===== src/rtl/core_pipe_lsu.sv =====
// Load/store unit: one sized memory access per valid/ready op, lane steering and load extension.
// Build option CORE_LSU_MISALIGN_EN: word-crossing accesses are split into two bus beats.
module core_pipe_lsu #(
   parameter int XLEN       = 64,
   parameter int MEM_ADDR_W = 64
) (
   input  logic                  g_clk,
   input  logic                  g_resetn,
   input  logic                  valid,
   input  logic [XLEN-1:0]       addr,
   input  logic [XLEN-1:0]       wdata,
   input  logic                  load,
   input  logic                  store,
   input  logic                  d_double,
   input  logic                  d_word,
   input  logic                  d_half,
   input  logic                  d_byte,
   input  logic                  sext,
   output logic                  ready,
   output logic                  trap_bus,
   output logic                  trap_addr,
   output logic [XLEN-1:0]       rdata,
   output logic                  dmem_req,
   output logic [MEM_ADDR_W-1:0] dmem_addr,
   output logic                  dmem_wen,
   output logic [XLEN/8-1:0]     dmem_strb,
   output logic [XLEN-1:0]       dmem_wdata,
   input  logic                  dmem_gnt,
   input  logic                  dmem_rsp,
   input  logic                  dmem_err,
   input  logic [XLEN-1:0]       dmem_rdata,
   output logic [2:0]            dbg_state
);
   // Handshakes: valid is held until the single-cycle ready pulse; dmem_req is held with
   // stable address/data until the cycle dmem_gnt is high; one dmem_rsp per grant, after it.
   localparam int NB = XLEN / 8;
   localparam int LB = $clog2(NB);
`ifdef CORE_LSU_MISALIGN_EN
   localparam int SPAN = 2;
`else
   localparam int SPAN = 1;
`endif

   typedef enum logic [2:0] {
      S_IDLE = 3'd0, S_REQ = 3'd1, S_RSP = 3'd2, S_DONE = 3'd3
`ifdef CORE_LSU_MISALIGN_EN
      , S_REQ2 = 3'd4, S_RSP2 = 3'd5
`endif
   } state_t;

   state_t                 state;
   logic [1:0]             in_lg;
   logic [SPAN*NB-1:0]     in_strb;
   logic [SPAN*XLEN-1:0]   in_wdata;
   logic [XLEN-1:0]        in_base;
   logic                   in_illegal;
   logic [LB-1:0]          c_off;
   logic [1:0]             c_lg;
   logic                   c_sext;
   logic                   c_store;
   logic [SPAN*XLEN-1:0]   rd_wide;
   logic [XLEN-1:0]        rd_low;
`ifdef CORE_LSU_MISALIGN_EN
   logic [XLEN-1:0]        in_base2;
   logic                   c_split;
   logic [NB-1:0]          c_strb_hi;
   logic [XLEN-1:0]        c_wdata_hi;
   logic [MEM_ADDR_W-1:0]  c_base2;
   logic [XLEN-1:0]        b1_data;
`endif

   assign dbg_state = state;

   function automatic logic [XLEN-1:0] extend(input logic [XLEN-1:0] raw, input logic [1:0] lg,
                                              input logic sx);
      logic [XLEN-1:0] keep;
      logic            sign;
      keep = ~({XLEN{1'b1}} << (8 << lg));
      case (lg)
         2'd0:    sign = raw[7];
         2'd1:    sign = raw[15];
         2'd2:    sign = raw[31];
         default: sign = raw[XLEN-1];
      endcase
      return (raw & keep) | ((sx && sign) ? ~keep : '0);
   endfunction

   always_comb begin
      in_lg = 2'd0;
      if (d_double)    in_lg = 2'd3;
      else if (d_word) in_lg = 2'd2;
      else if (d_half) in_lg = 2'd1;
      in_strb    = ~({(SPAN*NB){1'b1}} << (1 << in_lg)) << addr[LB-1:0];
      in_wdata   = (SPAN*XLEN)'(wdata) << {addr[LB-1:0], 3'b000};
      in_base    = {addr[XLEN-1:LB], {LB{1'b0}}};
      in_illegal = (load == store) || ($countones({d_double, d_word, d_half, d_byte}) != 1) ||
                   (d_double && XLEN == 32);
`ifdef CORE_LSU_MISALIGN_EN
      in_base2 = in_base + XLEN'(NB);
`else
      if ((addr[LB-1:0] & LB'((1 << in_lg) - 1)) != '0) in_illegal = 1'b1;
`endif
   end

   // Second beat supplies the high-address bytes, so it sits above beat 1 before the shift.
   always_comb begin
`ifdef CORE_LSU_MISALIGN_EN
      rd_wide = (state == S_RSP2) ? {dmem_rdata, b1_data} : {{XLEN{1'b0}}, dmem_rdata};
`else
      rd_wide = dmem_rdata;
`endif
      rd_low = XLEN'(rd_wide >> {c_off, 3'b000});
   end

   always_ff @(posedge g_clk or negedge g_resetn) begin
      if (!g_resetn) begin
         state      <= S_IDLE;
         ready      <= 1'b0;
         trap_bus   <= 1'b0;
         trap_addr  <= 1'b0;
         rdata      <= '0;
         dmem_req   <= 1'b0;
         dmem_addr  <= '0;
         dmem_wen   <= 1'b0;
         dmem_strb  <= '0;
         dmem_wdata <= '0;
         c_off      <= '0;
         c_lg       <= 2'd0;
         c_sext     <= 1'b0;
         c_store    <= 1'b0;
`ifdef CORE_LSU_MISALIGN_EN
         c_split    <= 1'b0;
         c_strb_hi  <= '0;
         c_wdata_hi <= '0;
         c_base2    <= '0;
         b1_data    <= '0;
`endif
      end else begin
         case (state)
            S_IDLE: if (valid) begin
               if (in_illegal) begin
                  state     <= S_DONE;
                  ready     <= 1'b1;
                  trap_addr <= 1'b1;
                  rdata     <= '0;
               end else begin
                  state      <= S_REQ;
                  dmem_req   <= 1'b1;
                  dmem_addr  <= in_base[MEM_ADDR_W-1:0];
                  dmem_wen   <= store;
                  dmem_strb  <= in_strb[NB-1:0];
                  dmem_wdata <= in_wdata[XLEN-1:0];
                  c_off      <= addr[LB-1:0];
                  c_lg       <= in_lg;
                  c_sext     <= sext;
                  c_store    <= store;
`ifdef CORE_LSU_MISALIGN_EN
                  c_split    <= |in_strb[2*NB-1:NB];
                  c_strb_hi  <= in_strb[2*NB-1:NB];
                  c_wdata_hi <= in_wdata[2*XLEN-1:XLEN];
                  c_base2    <= in_base2[MEM_ADDR_W-1:0];
`endif
               end
            end
            S_REQ: if (dmem_gnt) begin
               state    <= S_RSP;
               dmem_req <= 1'b0;
            end
            S_RSP: if (dmem_rsp) begin
               if (dmem_err) begin
                  state    <= S_DONE;
                  ready    <= 1'b1;
                  trap_bus <= 1'b1;
                  rdata    <= '0;
`ifdef CORE_LSU_MISALIGN_EN
               end else if (c_split) begin
                  state      <= S_REQ2;
                  b1_data    <= dmem_rdata;
                  dmem_req   <= 1'b1;
                  dmem_addr  <= c_base2;
                  dmem_strb  <= c_strb_hi;
                  dmem_wdata <= c_wdata_hi;
`endif
               end else begin
                  state <= S_DONE;
                  ready <= 1'b1;
                  rdata <= c_store ? '0 : extend(rd_low, c_lg, c_sext);
               end
            end
`ifdef CORE_LSU_MISALIGN_EN
            S_REQ2: if (dmem_gnt) begin
               state    <= S_RSP2;
               dmem_req <= 1'b0;
            end
            S_RSP2: if (dmem_rsp) begin
               state    <= S_DONE;
               ready    <= 1'b1;
               trap_bus <= dmem_err;
               rdata    <= (dmem_err || c_store) ? '0 : extend(rd_low, c_lg, c_sext);
            end
`endif
            S_DONE: begin
               state     <= S_IDLE;
               ready     <= 1'b0;
               trap_bus  <= 1'b0;
               trap_addr <= 1'b0;
            end
            default: state <= S_IDLE;
         endcase
      end
   end
endmodule

===== config.mk =====
export PLATFORM = sky130hd
export DESIGN_NAME = core_pipe_lsu
export DESIGN_NICKNAME = d
export VERILOG_FILES = /design/src/rtl/core_pipe_lsu.sv
export SDC_FILE = /design/constraint.sdc
export NUM_CORES = 1
export LEC_CHECK = 0
export CORE_MARGIN = 2
export CORE_UTILIZATION = 45
export CTS_CLUSTER_DIAMETER = 80
export DETAILED_ROUTE_END_ITERATION = 10
export PLACE_DENSITY_LB_ADDON = 0.1
export SLEW_MARGIN = 20
export SYNTH_ARGS = -nofsm -noshare
export SYNTH_HDL_FRONTEND = slang
export SYNTH_SLANG_ARGS = --single-unit

===== constraint.sdc =====
create_clock -name g_clk -period 2.8 [get_ports g_clk]
set_input_delay 0.56 -clock g_clk [delete_from_list [all_inputs] [get_ports g_clk]]
set_output_delay 0.56 -clock g_clk [all_outputs]
set_load 0.05 [all_outputs]

==> impl_metrics.yaml <==
run_status:
  status: "complete, no violations"
cts:
  htree_levels: 1
  cts_tree: "yes"
  cts_buffer_depth: 3
  clock-sinks: 210
  cts_made_buffers: 25
  clk_latency_ps: 520
  cts-root-buf: "clkbuf_16"
  clk_pin_slew_ps: 60
sta:
  tns_ps: 0
  fmax_ghz: 0.366
  tightest_slew_ps: 1030
  maxSlewViolCount: 0
  grt_setup_unrepaired: "no"
  layout_min_cycle_time_ps: 2730
  setup_viol: 0
  finalHoldViolations: 0
  fin_skew_ps: 23.8
  fin_crit_sh: 0.975
  slew_headroom: 0.307
layout:
  fin_cells: 1869
  fin_util: 0.682
  ff_latch_area_mm2: 0.00526
  final_cell_mix: "clkdlybuf4s50_1, dfrtp_1, nand2_1"
  final_common_cell: "clkdlybuf4s50_1"
  multi_input_area_mm2: 0.00629
  n_fill_cell: 2041
  num-nets-final: 1731
  drive_gt1_frac: 0.194
  area_delta_synth_final_pct: 48.4
grt:
  grt.busiest_layer: "met2"
  grt_pass1_wl_um: 64400
  met2_usage: 0.471
  gr-usage-met3: 0.0827
  grt_usage: 0.293
  grt_max_degree: 63
  gr-usage-met1: 0.383
  grt_pass1_vias: 11000
  antenna_found_initial: 2
  overflow: 0
critical_path:
  crit_fanout: 5
  cp-start-kind: "input port"
  worstSetupEndpointType: "flip-flop"
  required_ps: 3200
  crit_type: "input port to flip-flop"
  cp.arrival_ps: 3130
floorplanning:
  dieHeight_um: 168
  pin_count: 413
  rows: 59
  die_area_mm2: 0.0281
  core_mm2: 0.0262
  start_util: 0.460
  die_w_um: 168
detailed_routing:
  num_vias: 10900
  drt-total-wl_um: 41900
  drtIter0Drc: 1071
  drtPass1Iterations: 5
  vias_per_cell: 5.82
  avgRoutedWirePerCell_um: 22.4
  drc: 0
  antenna_left: 0
placement:
  numPortBuffers: 408
  placed_cells: 1819
  dpl.hpwl_um: 31000
  gp_congestion: 0.931
logic_synthesis:
  syn-instance-count: 1101
  yosys_warnings: 0
  synth_ff_type: "dfrtp_1"
  synth_edf_count: 0
  ys_seq_area_frac: 0.436
  synth_area_per_cell_um2: 10.9
  async_flop_share: 1.00
  netlist_area_mm2: 0.0120
  synth.distinct_cells: 65
  ys_seq_elements: 210
flow_run:
  maxCapViolations: 0
worst_hold_path:
  min_path_type: "input port to flip-flop"
power:
  vdd_drop_max_mv: 0.652
  power_w: 0.0175
  leakage_nw: 7.82
  power.density_mw_per_mm2: 979
==> per-stage QoR <==
step	hold WS, ps	setup slack (ps)	instance area, um2
5_1_grt	480	9.41	17900
3_5_place_dp	482	-754	16900
6_report	489	70.0	17900
3_3_place_gp	468	-719	16900
2_1_floorplan	264	-57.9	12300
4_1_cts	460	11.5	17900
==> cells in the mapped netlist (all sizes together) (4+ instances only) <==
master / n / area [um2]
a21oi: 29 / 145
o31ai: 20 / 155
or2: 4 / 25.0
nor2b: 13 / 83.8
mux4: 22 / 495
clkbuf: 44 / 165
nand2b: 14 / 90.1
inv: 30 / 113
nor2: 37 / 146
o211ai: 15 / 113
a22o: 17 / 149
mux2i: 95 / 955
o41ai: 10 / 87.6
buf: 62 / 369
o221ai: 8 / 70.1
a32o: 48 / 480
o2bb2ai: 9 / 85.1
o311ai: 7 / 61.3
nand2: 108 / 405
ha: 9 / 113
o22ai: 9 / 56.3
dfrtp: 210 / 5260
mux2: 138 / 1550
o21ai: 108 / 541
==> path summary, 6_finish.rpt <==
path | slack [ps] | from | depth (start not counted) | end
max | 70 | d_double | 14 | c_store
min reg2reg | 490 | dmem_wdata[43] | 1 | dmem_wdata[43]
min | 490 | addr[1] | 2 | c_off[1]
min in group asynchronous | 580 | g_resetn | 2 | dmem_wdata[2]
max in group asynchronous | 1370 | g_resetn | 3 | rdata[11]
max reg2reg | 300 | c_off[1] | 6 | rdata[15]
==> cell families (layout without fill, tap and decap cells) <==
family	after synthesis	after routing	synth area share
multiplexers	255	255	0.249
other	1	5	0.000311
buffers and inverters	136	565	0.0537
AO/OA/AOI/OAI	298	298	0.177
XOR/XNOR	1	1	0.000727
AND/OR/NAND/NOR	190	190	0.0715
flip-flops	210	210	0.436
adder cells (fa/ha/maj)	10	10	0.0110
==> state kept, by name, summed over array words and instances (netlist names), 2 cells and up <==
| signal | flops |
|---|---|
| dmem_wdata | 64 |
| rdata | 64 |
| dmem_addr | 61 |
| dmem_strb | 8 |
| c_off | 3 |
| c_lg | 2 |
| dbg_state | 2 |
==> layout make-up <==
class / count / area share
Inverter: 30 / 0.00672
Antenna cell: 1 / 0.000140
Clock inverter: 7 / 0.00637
Multi-Input combinational cell: 758 / 0.352
Clock buffer: 37 / 0.0398
Timing Repair Buffer: 491 / 0.278
Sequential cell: 210 / 0.294
Tap cell: 335 / 0.0234
==> power by group <==
group	total [W]	leakage [nW]	internal [W]	switching, W
Clock	0.00329	0.405	0.00202	0.00126
Combinational	0.00965	4.58	0.00364	0.00601
Sequential	0.00457	2.83	0.00394	0.000632
Total	0.0175	7.82	0.00960	0.00791
==> worst max-delay path, cell delays in order <==
cell	delay (ps)
dlygate4sd2_1	220
inv_2	50
fa_1	480
inv_1	50
ha_2	180
ha_4	220
nor2_4	80
and3_4	200
nand4_4	120
nor2_4	140
buf_12	130
bufbuf_16	260
buf_4	110
mux2_2	320
==> timing repair <==
action,4_1_cts,5_1_grt
hold buffers,1,0
gates cloned,2,0
endpoints found under the hold margin,12,0
gates resized for setup,8,3
pin swaps,2,1
buffers inserted,2,0
setup endpoints to repair,188,95
==> layer usage <==
metal,wire [um],share of wire
met2,19500,0.46
met1,17000,0.41
met3,4000,0.095
met5,12,0.00029
met4,1380,0.033
(Power assumes the default switching activity.)
==> RTL edit, RTL diff (same settings) <==
Build with the macro `CORE_LSU_MISALIGN_EN` defined.
--- a/src/rtl/core_pipe_lsu.sv
+++ b/src/rtl/core_pipe_lsu.sv
@@ -1,5 +1,7 @@
 // Load/store unit: one sized memory access per valid/ready op, lane steering and load extension.
 // Build option CORE_LSU_MISALIGN_EN: word-crossing accesses are split into two bus beats.
+`define CORE_LSU_MISALIGN_EN
+
 module core_pipe_lsu #(
    parameter int XLEN       = 64,
    parameter int MEM_ADDR_W = 64
Function: not settled (the Yosys comparison gave no result); the edit may change what the design does.
==> RTL edit against the original RTL <==
The run now ends with setup timing left. Final area increased by 88%. Total power increased by 120%. Sequential cell count increased by 191. Wire length increased by 110%. Combinational power increased by 130%. Worst setup slack got worse by 0.35 ns. Utilization decreased by 1.5 points. Area after synthesis increased by 92%. Non-clock buffer count increased by 219. Final cell count increased by 100%.
==> RTL edit: results (changes against the original RTL) <==
Relative slew slack: 24.5% (-6.2 points)
Synth async-reset ratio: 100% (unchanged)
Worst slack at placement: -1.25 ns (-0.499 ns)
Largest net degree at the start of global routing: 109 (+73%)
Status: complete, but fails checks
Dpl hpwl: 58400 um (+88%)
CTS Buffer Depth: 3 (unchanged)
Drt pass-1 iters: 6 (+1)
Cells after DPL: 3600 (+98%)
Worst Path Max Fanout: 7 (+2)
Iter 0 DRT Violations: 2245 (+110%)
Fin cells: 3792 (+100%)
Initial antenna violation count: 7 (+5)
Worst min path class: reg2reg
DRT Wirelength: 89500 um (+110%)
Global Route Usage Sum: 30.8% (+1.5 points)
Fin worst setup slack: -0.282 ns (-0.352 ns)
Area after DPL: 29300 um2 (+73%)
Number of global-route vias before repair: 21426 (+94%)
H-tree depth: 2 (+1)
CP max stage delay: 0.55 ns (+0.07 ns)
Clk slew on worst S/H paths: 0.06 ns (about the same)
Syn avg cell area: 9.13 um2 (-17%)
Seq/Total Area, Yosys: 43.5% (-0.15 points)
Via count: 22869 (+110%)
Post-route ant nets: 0 (unchanged)
Peak VDD IR: 0.000823 V (+26%)
Cell variety after synth: 68 (+4.6%)
RePlAce Congestion: 0.995 (+7.0%)
Worst-Skew Late Latency: 0.59 ns (+0.07 ns)
Synth Warn #: 0 (unchanged)
Slowest-stage cell, CP: fa_1
PortBufs: 409 (+0.25%)
Failing checks: setup timing
Regs by FF count: b1_data x64, dmem_wdata x64, rdata x64
CTS root buf: clkbuf_16
Fraction of layout cells with a size suffix above 1: 22.1% (+2.7 points)
Leakage: 0.0144 uW (+84%)
Setup violations, final: 309 (+309)
Area contributors post-synth: dfrtp_1 43%, nand2_1 7.6%, mux2i_1 6.9%, mux2_2 5.5%, o21ai_0 4.9%
Top cells by count, synth: 469 x nand2_1, 401 x dfrtp_1, 229 x nor2_1
Num CTS Buffers: 46 (+84%)
Net count reported at finish: 3290 (+90%)
First-pass GRT wire length: 128000 um (+98%)
Clock skew: 0.0178 ns (-0.00604 ns)
-- RTL edit: cell types whose count changed after synthesis, moves of 40 or more --
cell      change
dfrtp_1     +191
nor2_1      +193
a31oi_1      +75
o21ai_0     +118
a32o_1       -45
nand3_1      +52
a21oi_1      +77
clkbuf_1    +109
xor2_1       +40
nand2_1     +361
mux2i_1      +66
-- RTL edit: layout make-up --
type,instances,area [um2]
multi-input cells,1900,13100
repair buffers,710,8000
inverters,20,81.3
flip-flops and latches,401,10000
clock buffers,68,1350
diodes,8,20.0
clock inverters,13,146
well taps,672,841
fillers,3940,16800
-- RTL edit: final timing paths --
check | from | to | slack [ns] | cells after the start
min in group asynchronous | g_resetn | rdata[58] | 0.52 | 2
worst min register to register | dmem_req | dmem_req | 0.48 | 2
worst max register to register | dbg_state[1] | dmem_strb[0] | -0.03 | 6
max in group asynchronous | g_resetn | dmem_wdata[9] | 1.33 | 4
worst max-delay path | d_double | dmem_addr[48] | -0.28 | 19
worst min-delay path | dmem_req | dmem_req | 0.48 | 2
-- RTL edit: power by group --
group	leakage [uW]	internal, uW	switching [uW]
Combinational	0.00847	8980	13400
Clock	0.000736	3580	2510
Sequential	0.00518	8420	2000
-- RTL edit: kinds of logic (layout without fill, tap and decap cells) --
group | after synthesis | count (layout) | share of synthesized area (%)
adder cells (fa/ha/maj) | 7 | 7 | 0.401
multiplexers | 306 | 306 | 15.7
buffers and inverters | 233 | 811 | 4.21
AND/OR/NAND/NOR | 882 | 882 | 16.1
AO/OA/AOI/OAI | 638 | 641 | 17.8
XOR/XNOR | 61 | 61 | 2.31
flip-flops | 401 | 401 | 43.5
other | 1 | 11 | 0.0162
-- RTL edit: critical path, delay by kind of cell --
| kind | cells | cell delay (ns) |
|---|---|---|
| adders and majority gates | 3 | 0.96 |
| and+or+nand+nor | 5 | 0.79 |
| AOI/OAI and AO/OA | 2 | 0.30 |
| buffers and inverters | 9 | 0.95 |
-- RTL edit: through the flow --
| step | TNS, ns | hold slack, ns | total power (uW) |
|---|---|---|---|
| after floorplan | -105.22 | 0.264 | 22800 |
| after global placement | -341.73 | 0.460 | 29200 |
| after detailed placement | -358.37 | 0.469 | 29500 |
| after CTS | -24.43 | 0.485 | 37500 |
| after global routing | -79.64 | 0.507 | 40600 |
| final | -48.61 | 0.482 | 38900 |
-- RTL edit: routing by layer --
layer  part of all wire (%)  GRT usage, %
met1                     41          41.7
met3                    7.6          4.56
met4                    4.5          13.0
met2                     47          49.5
met5                      0             0
-- RTL edit: what timing repair did --
| item | in CTS | in global routing |
|---|---|---|
| setup buffers | 28 | 21 |
| endpoints found under the hold margin | 47 | 0 |
| hold buffers | 1 | 0 |
| pin swaps | 18 | 15 |
| setup endpoints to repair | 333 | 275 |
| resized for setup | 102 | 158 |
| gates cloned | 19 | 37 |
